===== src/rtl/cpu_pkg.sv =====
// Shared core definitions: data width, boot PC, opcodes, fetch FSM states and
// the fetch-stage next-PC action encoding.
package cpu_pkg;

   localparam int unsigned XLEN = 32;
   localparam logic [XLEN-1:0] RESET_PC_DEFAULT = 32'h0000_0000;

   localparam logic [5:0] OP_BEQ = 6'b000100;
   localparam logic [5:0] OP_J   = 6'b000010;

   typedef enum logic {ST_BOOT, ST_RUN} fetch_state_e;

   // What the fetch stage does on the coming edge.
   typedef enum logic [1:0] {ACT_HOLD, ACT_REDIR, ACT_FLUSH, ACT_FETCH} fetch_act_e;

   function automatic logic [XLEN-1:0] branch_target(input logic [XLEN-1:0] pc4,
                                                     input logic [15:0] imm);
      return pc4 + {{14{imm[15]}}, imm, 2'b00};
   endfunction

   function automatic logic [XLEN-1:0] jump_target(input logic [XLEN-1:0] pc4,
                                                   input logic [25:0] jidx);
      return {pc4[31:28], jidx, 2'b00};
   endfunction

endpackage


===== src/rtl/fetch_pc_sel.sv =====
// Combinational next-PC select: jump > branch > flush > stall > sequential fetch.
module fetch_pc_sel
   import cpu_pkg::*;
(
   input  logic             run,
   input  logic [XLEN-1:0]  pc,
   input  logic             jump,
   input  logic             branch_taken,
   input  logic             flush,
   input  logic             stall,
   input  logic [XLEN-1:0]  redir_pc4,
   input  logic [15:0]      redir_imm,
   input  logic [25:0]      redir_jidx,
   output logic [XLEN-1:0]  next_pc,
   output fetch_act_e       act
);

   always_comb begin
      next_pc = pc;
      act     = ACT_HOLD;
      if (run) begin
         if (jump) begin
            next_pc = jump_target(redir_pc4, redir_jidx);
            act     = ACT_REDIR;
         end else if (branch_taken) begin
            next_pc = branch_target(redir_pc4, redir_imm);
            act     = ACT_REDIR;
         end else if (flush) begin
            next_pc = pc + 32'd4;
            act     = ACT_FLUSH;
         end else if (!stall) begin
            next_pc = pc + 32'd4;
            act     = ACT_FETCH;
         end
      end
   end

endmodule


===== src/rtl/fetch_stage.sv =====
// Instruction-fetch stage: PC register, boot FSM and IF/ID pipeline register.
// Define FETCH_PERF_CNT_EN to add the perf_fetch/perf_stall/perf_squash counters.
module fetch_stage
   import cpu_pkg::*;
#(
   parameter logic [31:0] RESET_PC   = RESET_PC_DEFAULT,
   parameter int unsigned IMEM_WORDS = 64
) (
   input  logic        clk,
   input  logic        rst_n,
   input  logic        stall,
   input  logic        flush,
   input  logic        branch_taken,
   input  logic        jump,
   input  logic [31:0] redir_pc4,
   input  logic [15:0] redir_imm,
   input  logic [25:0] redir_jidx,
   output logic [31:0] imem_addr,
   input  logic [31:0] imem_instr,
   output logic [31:0] ifid_instr,
   output logic [31:0] ifid_pc4,
   output logic        ifid_valid,
`ifdef FETCH_PERF_CNT_EN
   output logic [31:0] perf_fetch,
   output logic [31:0] perf_stall,
   output logic [31:0] perf_squash,
`endif
   output logic        pc_oob
);

   fetch_state_e state_q, state_d;
   fetch_act_e   act;
   logic [31:0]  pc_q, pc_d, pc_plus4;
   logic [31:0]  instr_d, pc4_d;
   logic         valid_d;

   assign pc_plus4  = pc_q + 32'd4;
   assign imem_addr = pc_q;
   assign pc_oob    = ({2'b00, pc_q[31:2]} >= IMEM_WORDS);

   fetch_pc_sel u_pc_sel (
      .run          (state_q == ST_RUN),
      .pc           (pc_q),
      .jump         (jump),
      .branch_taken (branch_taken),
      .flush        (flush),
      .stall        (stall),
      .redir_pc4    (redir_pc4),
      .redir_imm    (redir_imm),
      .redir_jidx   (redir_jidx),
      .next_pc      (pc_d),
      .act          (act)
   );

   always_comb begin
      state_d = state_q;
      instr_d = ifid_instr;
      pc4_d   = ifid_pc4;
      valid_d = ifid_valid;
      unique case (state_q)
         ST_BOOT: state_d = ST_RUN;
         ST_RUN:  state_d = ST_RUN;
         default: state_d = ST_BOOT;
      endcase
      unique case (act)
         ACT_REDIR: valid_d = 1'b0;
         // Flush still captures the word so IF/ID data tracks the fetched PC.
         ACT_FLUSH: begin
            instr_d = imem_instr;
            pc4_d   = pc_plus4;
            valid_d = 1'b0;
         end
         ACT_FETCH: begin
            instr_d = imem_instr;
            pc4_d   = pc_plus4;
            valid_d = 1'b1;
         end
         default: ;
      endcase
   end

   always_ff @(posedge clk or negedge rst_n) begin
      if (!rst_n) begin
         state_q    <= ST_BOOT;
         pc_q       <= RESET_PC;
         ifid_instr <= 32'd0;
         ifid_pc4   <= 32'd0;
         ifid_valid <= 1'b0;
      end else begin
         state_q    <= state_d;
         pc_q       <= pc_d;
         ifid_instr <= instr_d;
         ifid_pc4   <= pc4_d;
         ifid_valid <= valid_d;
      end
   end

`ifdef FETCH_PERF_CNT_EN
   always_ff @(posedge clk or negedge rst_n) begin
      if (!rst_n) begin
         perf_fetch  <= 32'd0;
         perf_stall  <= 32'd0;
         perf_squash <= 32'd0;
      end else if (state_q == ST_RUN) begin
         if (act == ACT_FETCH) perf_fetch <= perf_fetch + 32'd1;
         if (act == ACT_HOLD) perf_stall <= perf_stall + 32'd1;
         if (act == ACT_REDIR || act == ACT_FLUSH) perf_squash <= perf_squash + 32'd1;
      end
   end
`endif

endmodule


===== config.mk =====
export PLATFORM = sky130hd
export DESIGN_NAME = fetch_stage
export DESIGN_NICKNAME = d
export VERILOG_FILES = /design/src/rtl/cpu_pkg.sv /design/src/rtl/fetch_pc_sel.sv /design/src/rtl/fetch_stage.sv
export SDC_FILE = /design/constraint.sdc
export NUM_CORES = 1
export LEC_CHECK = 0
export BUFFER_PORTS_ARGS = -buffer_cell sky130_fd_sc_hd__buf_2
export CAP_MARGIN = 20
export CELL_PAD_IN_SITES_DETAIL_PLACEMENT = 0
export CELL_PAD_IN_SITES_GLOBAL_PLACEMENT = 1
export CORE_MARGIN = 10
export CORE_UTILIZATION = 34
export DETAILED_ROUTE_END_ITERATION = 8
export PLACE_DENSITY = 0.87
export SLEW_MARGIN = 20
export SYNTH_ARGS = -nofsm -noshare
export SYNTH_HDL_FRONTEND = slang
export SYNTH_SLANG_ARGS = --single-unit

===== constraint.sdc =====
create_clock -name clk -period 2 [get_ports clk]
set_input_delay 0.3 -clock clk [delete_from_list [all_inputs] [get_ports clk]]
set_output_delay 0.3 -clock clk [all_outputs]
set_load 0.005 [all_outputs]

## Yosys cells after proc, flatten, opt, wreduce, memory -nomap -nowiden

Index checks and enable logic that the tools add are counted.

| word-level totals | value |
|---|---|
| register bits | 98 |
| input bits | 112 |
| output and inout bits | 98 |

| operators by class | value |
|---|---|
| $add $sub $neg | 2 |
| order comparisons | 1 |
| equal/unequal tests | 4 |
| mux-type cells | 10 |
| reduce and logical (&&, ||, !) cells | 4 |

Operators with widths:

| kind | count |
|---|---|
| $mux 32 | 4 |
| $add 32x3->32 const B | 1 |
| $add 32x32->32 | 1 |
| $ge 30x7->1 const B | 1 |
| $mux 2 | 5 |
| $eq 2x2->1 const B | 2 |
| $ne 4x1->1 const B | 1 |
| $reduce_or 2->1 | 2 |
| $eq 2x1->1 const B | 1 |
| $pmux 1 s2 | 1 |
| $reduce_and 2->1 | 1 |
| $reduce_bool 2->1 | 1 |

## Longest topological paths before layout

| depth | value |
|---|---|
| depth in word-level cells | 8 |
| gate-level depth with buffers | 10 |
| mapped depth without buffers | 10 |

## Modules after synthesis

A second synthesis with hierarchy kept.

| second synthesis, totals | value |
|---|---|
| cells, all modules | 788 |
| area total of the unflattened synthesis | 6920.4 µm² |

Modules (own cells, without submodules):

| module | times used | cells each | area an instance (µm²) | sequential area each (µm²) |
|---|---|---|---|---|
| fetch_stage | 1 | 317 | 3931.3 | 2452.4 |
| fetch_pc_sel | 1 | 471 | 2989.1 | 0.0 |

## Worst setup path after synthesis

Ideal clock, no wire load.

| timing path | value |
|---|---|
| kind | input-to-reg |
| start point | in redir_pc4[2] |
| end point | reg pc_q[30] (netlist: imem_addr[30]) |
| arrival | 2.538 ns |
| required time | 1.873 ns |
| setup slack | -0.666 ns |
| cell stages on the path | 10 |
| cells stage by stage | ha_1 fa_1 a211oi_1 o211ai_1 a21oi_1 nor3b_2 o31ai_1 o41ai_1 mux2i_1 o21ai_1 |

| on the way | value |
|---|---|
| cells in the longest elaborated chain, start to end | 3 |

Ends and longest elaborated chain:

| what | RTL line | RTL |
|---|---|---|
| start: declaration | fetch_stage.sv:15 | `input logic [31:0] redir_pc4,` |
| $add 32x32->32 | cpu_pkg.sv:18 | `return pc4 + {{14{imm[15]}}, imm, 2'b00};` |
| $mux 32 | fetch_pc_sel.sv:25 | `end else if (branch_taken) begin` |
| $mux 32 | fetch_pc_sel.sv:22 | `if (jump) begin` |
| end signal: assignment | fetch_stage.sv:91 | `pc_q <= pc_d;` |
| end: declaration | fetch_stage.sv:33 | `logic [31:0] pc_q, pc_d, pc_plus4;` |

No other way between the ends.
A chain may end at the register's enable or synchronous reset.

## Final worst setup path

Same ends and word-level chain as after synthesis.

==> reports/results.ini <==
[run_status]
outcome = complete, but fails checks
failed_checks = negative setup slack

[route]
ant_nets = 0
first_pass_iters = 5
drc = 0
routed_via_density = 5.015
first_iter_violations = 473
routedWlPerCell_microns = 17.31
drt-total-wl_microns = 23140
routed-via-count = 6705

[grt]
grt_pass1_vias = 6540
grt_start_max_net_pins = 37
antenna_found_initial = 4
gr-total-overflow = 0
grtUsageTotal_pct = 17.18
grt_pass1_wl_microns = 35720

[timing]
rsz0062_at_grt = yes
final.period_utilization_pct = 116.3
setup_ws_ns = -0.3256
fin_crit_ns = 2.326
whs_ns = 0.1711
drv_slew = 0
max_freq_mhz = 430.0
hold_viol_final = 0
setup_viol = 14
fin_skew_ns = 0.01397

[power_and_ir_drop]
pwr-share-comb_pct = 38.4
p_sw_mw = 2.416
internal-power_mw = 4.646
clkPwrFrac_pct = 23.9
leakage_nw = 4.581
vdd_drop_max_mv = 0.4924
power_density_nw_per_um2 = 738.3
p_sw_share_pct = 34.21
seq_power_share_pct = 37.7

[floorplanning]
ios = 210
row_count = 50
die_x_microns = 159.5
fp.dieH_microns = 159.5
die-area_sq_um = 25440
core_sq_um = 18890
start_util_pct = 35.01

[synth]
seq_area_frac_synth_pct = 37.07
synth.top_cell.area_share_pct = 37.07
yosys-top-cells-area = dfrtp_1 37%, mux2_2 7.1%, o21ai_0 6.6%
synthXorXnorAreaFrac_pct = 6.223
synth-simple-area-share_pct = 17.12
netlist_instances = 750
asyncSetResetFlopFracSynth_pct = 100.0
synth_top_family_by_area = compound AO/OA/AOI/OAI gates
synth_mux_area_share_pct = 8.360
synth_fa_ha_area_share_pct = 6.166
synthesis.nets = 894
synth_ff_type = dfrtp_1
synth_edf_count = 0
synthDistinctLibCells = 64
yosysTopAreaCell = dfrtp_1
yosys_register_bits = 98
syn_area_sq_um = 6615
yosysWarnings = 0
synth_compound_area_share_pct = 21.05
syn_area_per_cell_sq_um = 8.820

[final_layout]
mostFrequentLayoutCell = buf_2
layout.nets = 1212
finalCoreUtilization_pct = 50.63
syn_to_final_growth_pct = 44.60
layout-drive-gt1-share_pct = 43.99
final_cell_mix = 206 x buf_2, 146 x buf_4, 97 x dfrtp_1, 86 x nand2_1, 74 x o21ai_0
fill_cells = 1838

[worst_setup_path]
r2r_setup_slack_ns = -0.04
slowest_stage = fa_2
reg2reg_depth = 8
path_cells = buf_6, ha_4, fa_2, a211oi_4, o211ai_1, a21oi_2, nor3b_4, o31ai_2, o41ai_2, mux2i_1, o21ai_1
worstSetupPathType = in2reg
slowest_delay_ns = 0.39
setup.worst_path.end_class = flip-flop
worst-endpoint-required_ns = 2.24
cp.arrival_ns = 2.57
crit_path_start_kind = primary input
cp_max_fo = 2

[job]
cap_violations = 0

[cts]
cts_buffers = 9
numClockSinks = 98
clk_latency_ns = 0.36
clockBufferDepth = 2
cts_root_buf = clkbuf_16
clk_pin_slew_worst_paths_ns = 0.08
cts_tree = yes
htree_levels = 3

[place]
dp_hpwl_microns = 18730
port_buffers = 209
place.gp.congestion = 0.9187

[min_path]
hold_path_class = in2reg
min_path_cells = 2

## Yosys cell counts, types with 3 or more instances
library cell  count
o21ai_0          87
nand2_1          86
a221oi_1          4
xnor2_1          24
ha_1             31
buf_2             5
a32oi_1           3
a21oi_1          45
mux2_2           42
and3_1           12
inv_1            13
xor2_1           23
nand3_1          17
o21a_1            5
a211oi_1          9
o21bai_1          6
a21o_1           11
a22oi_1           6
clkbuf_1         46
nand4_1          11
nor2_1           56
nor4_1            8
dfrtp_1          98
o211ai_1          6
o31ai_1           5
nor3_1            7
a31oi_1           6
mux2i_1           8
o22ai_1           7
and4_1            8
nor2b_1          13
## metal layers
metal	GRT usage [%]	share of wire (%)
met1	21.90	44
met2	27.42	47
met3	4.054	6.6
met4	6.740	2.7
met5	0	0
## repair_timing
item,4_1_cts,5_1_grt
endpoints found under the hold margin,33,0
buffers inserted,3,6
pin swaps,9,17
gates resized for setup,17,35
hold buffers,1,0
setup endpoints to repair,19,24
## area by class of cell
class	instances	area [sq um]	share of cell area, %
diodes	4	10.01	0.1046
clock buffers	10	239.0	2.498
clock inverters	6	47.55	0.4971
inverters	13	48.80	0.5101
multi-input cells	586	4182	43.71
flip-flops and latches	98	2454	25.65
well taps	260	325.3	3.401
repair buffers	360	2260	23.62
## sequential cells by signal (all words and copies together), names as in the netlist
signal and cells:
ifid_instr 32, ifid_pc4 32, imem_addr 32, ifid_valid 1, state_q 1
## worst max-delay path, delay by kind of cell
kind / cells / cell delay (ns)
AOI/OAI and AO/OA: 6 / 1.10
adders and majority gates: 2 / 0.54
muxes: 1 / 0.27
and+or+nand+nor: 1 / 0.26
buffers and inverters: 1 / 0.10
## through the flow
| stage | area, sq um | std cells | TNS [ns] | power (mW) | worst slack (ns) |
|---|---|---|---|---|---|
| after CTS | 9370 | 1327 | -1.764 | 7.058 | -0.2956 |
| after global placement | 8964 | 1307 | -10.04 | 5.239 | -0.7693 |
| final | 9565 | 1337 | -1.912 | 7.063 | -0.3256 |
| after detailed placement | 8964 | 1307 | -10.90 | 5.299 | -0.8440 |
| after global routing | 9560 | 1335 | -4.167 | 7.546 | -0.4580 |
| after floorplan | 6666 | 750 | -2.898 | 3.914 | -0.3988 |
## final timing paths
check / end / startpoint
max: imem_addr[30]$_DFFE_PN0P_ / redir_pc4[2]
min: ifid_instr[3]$_DFFE_PN0P_ / imem_instr[3]
max reg2reg: imem_addr[25]$_DFFE_PN0P_ / imem_addr[4]$_DFFE_PN0P_
min reg2reg: ifid_pc4[2]$_DFFE_PN0P_ / ifid_pc4[2]$_DFFE_PN0P_
max in group asynchronous: ifid_pc4[20]$_DFFE_PN0P_ / rst_n
min in group asynchronous: ifid_instr[3]$_DFFE_PN0P_ / rst_n
## power by group through the flow
stage          Clock [mW]  Sequential (mW)  Combinational [mW]
2_1_floorplan           0             2.76                1.16
3_3_place_gp            0             2.67                2.57
3_5_place_dp            0             2.70                2.60
4_1_cts              1.74             2.66                2.65
5_1_grt              1.84             2.73                2.98
6_report             1.69             2.66                2.71
## cells by family (layout without fill, tap and decap cells)
family / count (synthesis) / in the layout
simple gates: 234 / 234
flops: 98 / 98
fa+ha+maj: 32 / 32
xor+xnor: 47 / 47
mux: 50 / 50
compound gates: 222 / 222
other cells: 1 / 5
buf+inv: 66 / 389
No activity file was read; power rests on OpenSTA's default activity.
